### config.mk
export PLATFORM = sky130hd
export DESIGN_NAME = alu_seq
export DESIGN_NICKNAME = d
export VERILOG_FILES = /design/src/rtl/alu_seq.sv
export SDC_FILE = /design/constraint.sdc
export NUM_CORES = 1
export LEC_CHECK = 0
export BUFFER_PORTS_ARGS = -buffer_cell sky130_fd_sc_hd__buf_2
export CORE_ASPECT_RATIO = 0.6
export CORE_UTILIZATION = 30
export DETAILED_ROUTE_END_ITERATION = 16
export GPL_ROUTABILITY_DRIVEN = 0
export PLACE_DENSITY = 0.47
export SETUP_SLACK_MARGIN = 0.4
export SKIP_LAST_GASP = 1
export SYNTH_ARGS = -nofsm -noshare
export SYNTH_HDL_FRONTEND = slang
export SYNTH_SLANG_ARGS = --single-unit
### constraint.sdc
create_clock -name clk -period 3.3 [get_ports clk]
set_clock_uncertainty 0.1 [all_clocks]
set_input_delay 0.66 -clock clk [delete_from_list [all_inputs] [get_ports clk]]
set_output_delay 0.66 -clock clk [all_outputs]
set_load 0.05 [all_outputs]
### src/rtl/alu_seq.sv
// alu_seq: sequences one NBYTES-wide operation through the 8-bit alu, one byte per cycle.
// Define ALUSEQ_CMP_EN to support op 4 (CMP) as wide unsigned A > B.
module alu_seq #(
  parameter int NBYTES = 2
) (
  input  logic                clk,
  input  logic                rst_n,
  input  logic                req_valid,
  output logic                req_ready,
  input  logic [4:0]          req_op,
  input  logic [8*NBYTES-1:0] req_a,
  input  logic [8*NBYTES-1:0] req_b,
  output logic [4:0]          alu_cmd,
  output logic [7:0]          alu_a,
  output logic [7:0]          alu_b,
  output logic                alu_sc_i,
  input  logic [7:0]          alu_rslt,
  input  logic                alu_sc_o,
  output logic                resp_valid,
  input  logic                resp_ready,
  output logic [8*NBYTES-1:0] resp_data,
  output logic                resp_carry,
  output logic                resp_zero,
  output logic                resp_cnd,
  output logic                resp_err,
  output logic                busy
);
  localparam int W = 8 * NBYTES;
  localparam logic [2:0] LAST = 3'(NBYTES - 1);
  localparam logic [4:0] OP_ADD = 5'd0, OP_SUB = 5'd1, OP_AND = 5'd2, OP_XOR = 5'd3,
                         OP_CMP = 5'd4, OP_LSL = 5'd6, OP_LSR = 5'd7, OP_MOV = 5'd8;
  typedef enum logic [1:0] {IDLE, RUN, DONE} state_t;
  state_t         r_state, w_next;
  logic [4:0]     r_op;
  logic [W-1:0]   r_a, r_b, r_res;
  logic [2:0]     r_idx;
  logic           r_chain, r_err, r_nz;
  logic           w_sup, w_cmp, w_sub, w_chain, w_run, w_done, w_last, w_acc, w_ok;
  logic [2:0]     w_bi;
  logic [5:0]     w_sh;
  logic [7:0]     w_bb;
`ifdef ALUSEQ_CMP_EN
  assign w_sup = req_op inside {OP_ADD, OP_SUB, OP_AND, OP_XOR, OP_CMP, OP_LSL, OP_LSR, OP_MOV};
`else
  assign w_sup = req_op inside {OP_ADD, OP_SUB, OP_AND, OP_XOR, OP_LSL, OP_LSR, OP_MOV};
`endif
  assign w_run   = r_state == RUN;
  assign w_done  = r_state == DONE;
  assign w_acc   = r_state == IDLE && req_valid;
  assign w_last  = r_idx == LAST;
  assign w_cmp   = r_op == OP_CMP && !r_err;
  assign w_sub   = r_op == OP_SUB || w_cmp;
  assign w_chain = w_sub || r_op inside {OP_ADD, OP_LSL, OP_LSR};
  // LSR walks bytes MSB first so the shifted-out bit chains downward
  assign w_bi    = r_op == OP_LSR ? LAST - r_idx : r_idx;
  assign w_sh    = {w_bi, 3'b000};
  assign w_bb    = 8'(r_b >> w_sh);
  assign w_ok    = w_done && !r_err;
  assign alu_cmd    = w_run ? (w_sub ? OP_ADD : r_op) : 5'd0;
  assign alu_a      = w_run ? 8'(r_a >> w_sh) : 8'd0;
  assign alu_b      = w_run ? (w_sub ? ~w_bb : w_bb) : 8'd0;
  assign alu_sc_i   = w_run && (r_idx == 3'd0 ? w_sub : (w_chain && r_chain));
  assign req_ready  = r_state == IDLE;
  assign busy       = r_state != IDLE;
  assign resp_valid = w_done;
  assign resp_data  = w_ok ? (w_cmp ? r_a : r_res) : '0;
  assign resp_carry = w_ok && w_chain && r_chain;
  assign resp_zero  = w_ok && (w_cmp ? !r_nz : r_res == '0);
  assign resp_cnd   = w_ok && w_cmp && r_chain && r_nz;
  assign resp_err   = w_done && r_err;
  always_comb begin
    w_next = r_state;
    if (w_acc) w_next = w_sup ? RUN : DONE;
    else if (w_run && w_last) w_next = DONE;
    else if (w_done && resp_ready) w_next = IDLE;
  end
  always_ff @(posedge clk or negedge rst_n)
    if (!rst_n) r_state <= IDLE;
    else r_state <= w_next;
  always_ff @(posedge clk or negedge rst_n) begin
    if (!rst_n) begin
      r_op    <= '0;
      r_a     <= '0;
      r_b     <= '0;
      r_res   <= '0;
      r_idx   <= '0;
      r_chain <= 1'b0;
      r_err   <= 1'b0;
      r_nz    <= 1'b0;
    end else if (w_acc) begin
      r_op    <= req_op;
      r_a     <= req_a;
      r_b     <= req_b;
      r_res   <= '0;
      r_idx   <= '0;
      r_chain <= 1'b0;
      r_err   <= !w_sup;
      r_nz    <= 1'b0;
    end else if (w_run) begin
      r_idx   <= r_idx + 3'd1;
      r_chain <= alu_sc_o;
      r_nz    <= r_nz || alu_rslt != 8'd0;
      if (!w_cmp) r_res <= (r_res & ~(W'(8'hFF) << w_sh)) | (W'(alu_rslt) << w_sh);
    end
  end
endmodule

After elaboration in Yosys (flattened, before gate mapping)
Cells that the tools add are included.
Widths: inputs -> output; s select.
{"block": "totals", "reg_bits": 61, "output_inout_bits": 45, "input_bits": 50, "elab_cells": 88}
{"block": "classes", "bitwise_logic": 4, "eq_ne": 14, "n_shift": 4, "addsub": 2, "n_mux": 23, "n_reduce_logical": 32}
{"op": "$mux 16", "count": 5}
{"op": "$shr 16x6->8", "count": 2}
{"op": "$eq 5x3->1 const B", "count": 5}
{"op": "$mux 8", "count": 3}
{"op": "$and 16x16->16", "count": 1}
{"op": "$logic_not 16->1", "count": 1}
{"op": "$not 16->16", "count": 1}
{"op": "$or 16x16->16", "count": 1}
{"op": "$shl 8x6->16", "count": 1}
{"op": "$shl 8x6->16 const A", "count": 1}
{"op": "$logic_and 1x1->1", "count": 14}
{"op": "$eq 5x1->1 const B", "count": 2}
{"op": "$eq 5x2->1 const B", "count": 2}
{"op": "$logic_not 5->1", "count": 2}
{"op": "$mux 5", "count": 2}
{"op": "$mux 3", "count": 3}
{"op": "$mux 2", "count": 4}
{"op": "$not 8->8", "count": 1}
{"op": "$reduce_bool 8->1", "count": 1}
{"op": "$reduce_bool 7->1", "count": 1}
{"op": "$mux 1", "count": 6}
{"op": "$reduce_bool 3->1", "count": 2}
{"op": "$eq 5x4->1 const B", "count": 1}
{"op": "$reduce_bool 2->1", "count": 2}
{"op": "other kinds (11)", "count": 15}

Longest topological paths before layout
{"block": "logic_depth", "depth_word": 9, "ltp_mapped": 10, "mapped_depth_nobuf": 6}

Worst setup path before layout
No wires, ideal clock.
{"block": "synth_timing", "path_type": "reg2out", "startpoint": "register r_idx[1]", "endpoint": "output port alu_b[4]", "slack_ps": -455, "n_path_buf": 4, "path_stages_with_launch": 11, "required_ps": 2540, "arrival_ps": 2995, "cell_sequence": "dfrtp_1 buf_2 clkbuf_1 inv_1 ha_1 or3b_1 buf_2 buf_6 o31ai_1 o22ai_1 mux2i_1"}
{"block": "synth_via", "elab_chain_len": 6}
{"element": "start, declared", "line_no": "36", "text": "logic [2:0] r_idx;"}
{"element": "start signal, assigned", "line_no": "100", "text": "r_idx <= r_idx + 3'd1;"}
{"element": "$sub 1x3->3", "line_no": "55", "text": "assign w_bi = r_op == OP_LSR ? LAST - r_idx : r_idx;"}
{"element": "$mux 3 (*)", "line_no": "55"}
{"element": "$shr 16x6->8 (*)", "line_no": "57", "text": "assign w_bb = 8'(r_b >> w_sh);"}
{"element": "$not 8->8", "line_no": "61", "text": "assign alu_b = w_run ? (w_sub ? ~w_bb : w_bb) : 8'd0;"}
{"element": "$mux 8 (*) (2 in a row)", "line_no": "61"}
{"element": "end, declared", "line_no": "15", "text": "output logic [7:0] alu_b,"}
Every way passes the cells marked *; elsewhere a longest branch is shown, timed or not.

Worst setup path in the final report
{"block": "layout_timing", "startpoint": "register r_op[0]", "endpoint": "output port alu_b[6]"}
{"block": "layout_via", "elab_chain_len": 6}
{"element": "start, declared", "line_no": "34", "text": "logic [4:0] r_op;"}
{"element": "start signal, assigned", "line_no": "91", "text": "r_op <= req_op;"}
{"element": "$eq 5x3->1", "line_no": "55"}
{"element": "$mux 3", "line_no": "55"}
{"element": "$shr 16x6->8", "line_no": "57"}
{"element": "$not 8->8", "line_no": "61"}
{"element": "$mux 8 (*) (2 in a row)", "line_no": "61"}
Marked as above.

==> reports/qor.txt <==
post-synthesis async set-or-reset flop share: 1.000
Die W: 145.2 um
final setup TNS: 0 ns
area of the multi-input gates: 2396 um2
CTS buffer count: 9
Worst EP required: 2.54 ns
post-synthesis net count: 504
synth unique cells: 43
warning count from the yosys run: 0
fmax: 0.3258 GHz
Worst setup SP type: register
Clk Latency, worst-skew pair: 0.33 ns
Area Overhead vs Synth: 44.12%
Critical Path AT: 2.31 ns
Layout fillers: 1169
Leak: 2.394 nW
fin area: 5321 um2
drt first-iter violations: 239
Pre-Repair DR Iteration Count: 4
max-cap violations: 0
Mapped Area: 3692 um2
register area share after synthesis: 0.4134
total track usage: 0.2021
Die ar.: 12770 um2
HPWL after DPL: 8.675 mm
PnR Total Power: 1.786 mW
Core Region: 11640 um2
global-route wire length before repair: 19.46 mm
Reg2Reg Launch Point: r_op[0]$_DFFE_PN0P_
final WL: 12.51 mm
final hold slack: 0.3991 ns
WL/cell: 17.38 um
most common cell after layout, fill and taps aside: nand2_1
reg2reg end: r_res[6]$_DFFE_PN0P_
Mapped Cells: 451
Reg clk slew, reported paths: 0.05 ns
Worst Tran Pin Value: 0.8169 ns
worst r2r path cells: 7
Vias/cell: 5.014
fin util: 0.4573
# rows: 30
HP Class: in2async
# port buffers: 94
Place WS: 0.2181 ns
CP endpoint kind: output pin
largest net degree at the start of global routing: 62
final hold vios: 0
worst setup path category: reg2out
CTS HTree Levels: 3
most frequent cells in the layout: 143 x nand2_1, 81 x buf_2, 56 x dfrtp_1
Final Critical Period: 3.069 ns
CTS tree: built
Clock Sinks: 61
fin crit share: 0.9300
main flop type after synthesis: dfrtp_1
# hold bufs at CTS: 0
maximum vdd ir drop: 0.2346 mV
Detail Route Antenna Nets: 0
maximum fanout along the worst path: 7
Boundary Pins: 95
Max-slew headroom: 0.4554
pwr/cell area: 335.7 nW/um2
initial cell density of the core: 0.3173
fraction of layout cells with a size suffix above 1: 0.3936
Non-Filler Instances: 720
Nets: 608
# setup viols final: 0
Seq cells post-synth: 61
syn_area_per_cell: 8.187 um2
clock root cell: clkbuf_16
DP Cell Count: 686
drt drc: 0
final worst setup slack: 0.2310 ns
dpl cell area: 4503 um2
Reg area: 1533 um2
status: finished, final reports clean
max-slew violations: 0
number of synthesized flops with an enable pin: 0
Clock Path Buffers: 2
DR vias: 3610
vias in the first global route: 3459
grt total ovfl: 0
Die H: 87.94 um
RSZ-0062 raised after global routing: true
r2r setup slk: 0.94 ns
initial antenna violation count: 0
==> cell type report <==
class	count	area share
multi-input cells	332	0.4503
repair buffers	124	0.1467
well taps	160	0.03762
clock buffers	11	0.04750
diodes	1	0.0004703
clock inverters	4	0.008935
flip-flops and latches	61	0.2880
inverters	27	0.02046
==> synthesized netlist by cell type, types with 3 or more instances <==
library cell	count	share of area
nand2_1	143	0.15
buf_6	3	0.0091
and2_1	5	0.0085
nor2_1	9	0.0091
clkbuf_1	17	0.017
inv_1	26	0.026
buf_4	3	0.0061
dfrtp_1	61	0.41
buf_2	7	0.0095
o21ai_0	36	0.049
o31ai_1	15	0.030
nand2b_1	4	0.0068
a21oi_1	27	0.037
nor4_1	6	0.010
o22ai_1	7	0.012
a2111oi_0	14	0.033
buf_1	4	0.0041
nor2b_1	4	0.0068
mux2i_1	25	0.068
nor3_1	5	0.0068
ha_1	3	0.010
==> worst max path at each step <==
stage	startpoint	cells past startpoint	to	slack, ns
CTS	r_idx[1]$_DFFE_PN0P_	7	alu_b[7]	0.23
detailed placement	r_idx[2]$_DFFE_PN0P_	7	alu_b[0]	0.22
finish	r_op[0]$_DFFE_PN0P_	6	alu_b[6]	0.23
floorplan	r_idx[1]$_DFFE_PN0P_	10	alu_b[4]	0.21
global route	r_op[0]$_DFFE_PN0P_	6	alu_b[6]	0.18
global placement	r_idx[2]$_DFFE_PN0P_	7	alu_b[2]	0.31
==> state kept, by name, summed over array words and instances (netlist names) <==
signal,count
r_chain,1
r_state,2
r_err,1
r_op,5
r_idx,3
r_res,16
r_a,16
r_b,16
r_nz,1
==> kinds of logic after synthesis <==
logic type                 synth area share
AOI/OAI and AO/OA                    0.1996
and+or+nand+nor                      0.2270
adders and majority gates           0.01017
DFF                                  0.4134
muxes                               0.07387
buffers and inverters               0.07353
xor gates and xnor gates           0.002373
==> metal layers <==
| layer | up-vias | track usage | part of all wire |
|---|---|---|---|
| li1 | 1764 | - | - |
| met1 | 1719 | 0.3130 | 0.54 |
| met2 | 117 | 0.2697 | 0.39 |
| met3 | 10 | 0.05417 | 0.063 |
| met4 | 0 | 0.05072 | 0.0068 |
| met5 | - | 0 | 0 |
==> worst max-delay path, stage by stage (launching register included) <==
cell and delay, ns:
dfrtp_2 0.46, nor4bb_4 0.44, buf_6 0.19, a211oi_4 0.06, a311oi_2 0.34, mux2i_4 0.29
buf_6 0.18
==> where the power goes <==
group          internal, mW  leakage [nW]  total [mW]  switching [mW]
logic                0.0299          1.55      0.0667          0.0368
clock network         0.618         0.147       0.952           0.334
registers             0.759         0.695       0.768         0.00875
==> repair_timing <==
item | CTS | global route
endpoints found under the setup margin | 32 | 35
setup buffers | 9 | 4
pin swaps | 22 | 4
gates resized for setup | 74 | 25
cloned | 5 | 0
(Power assumes the default switching activity.)
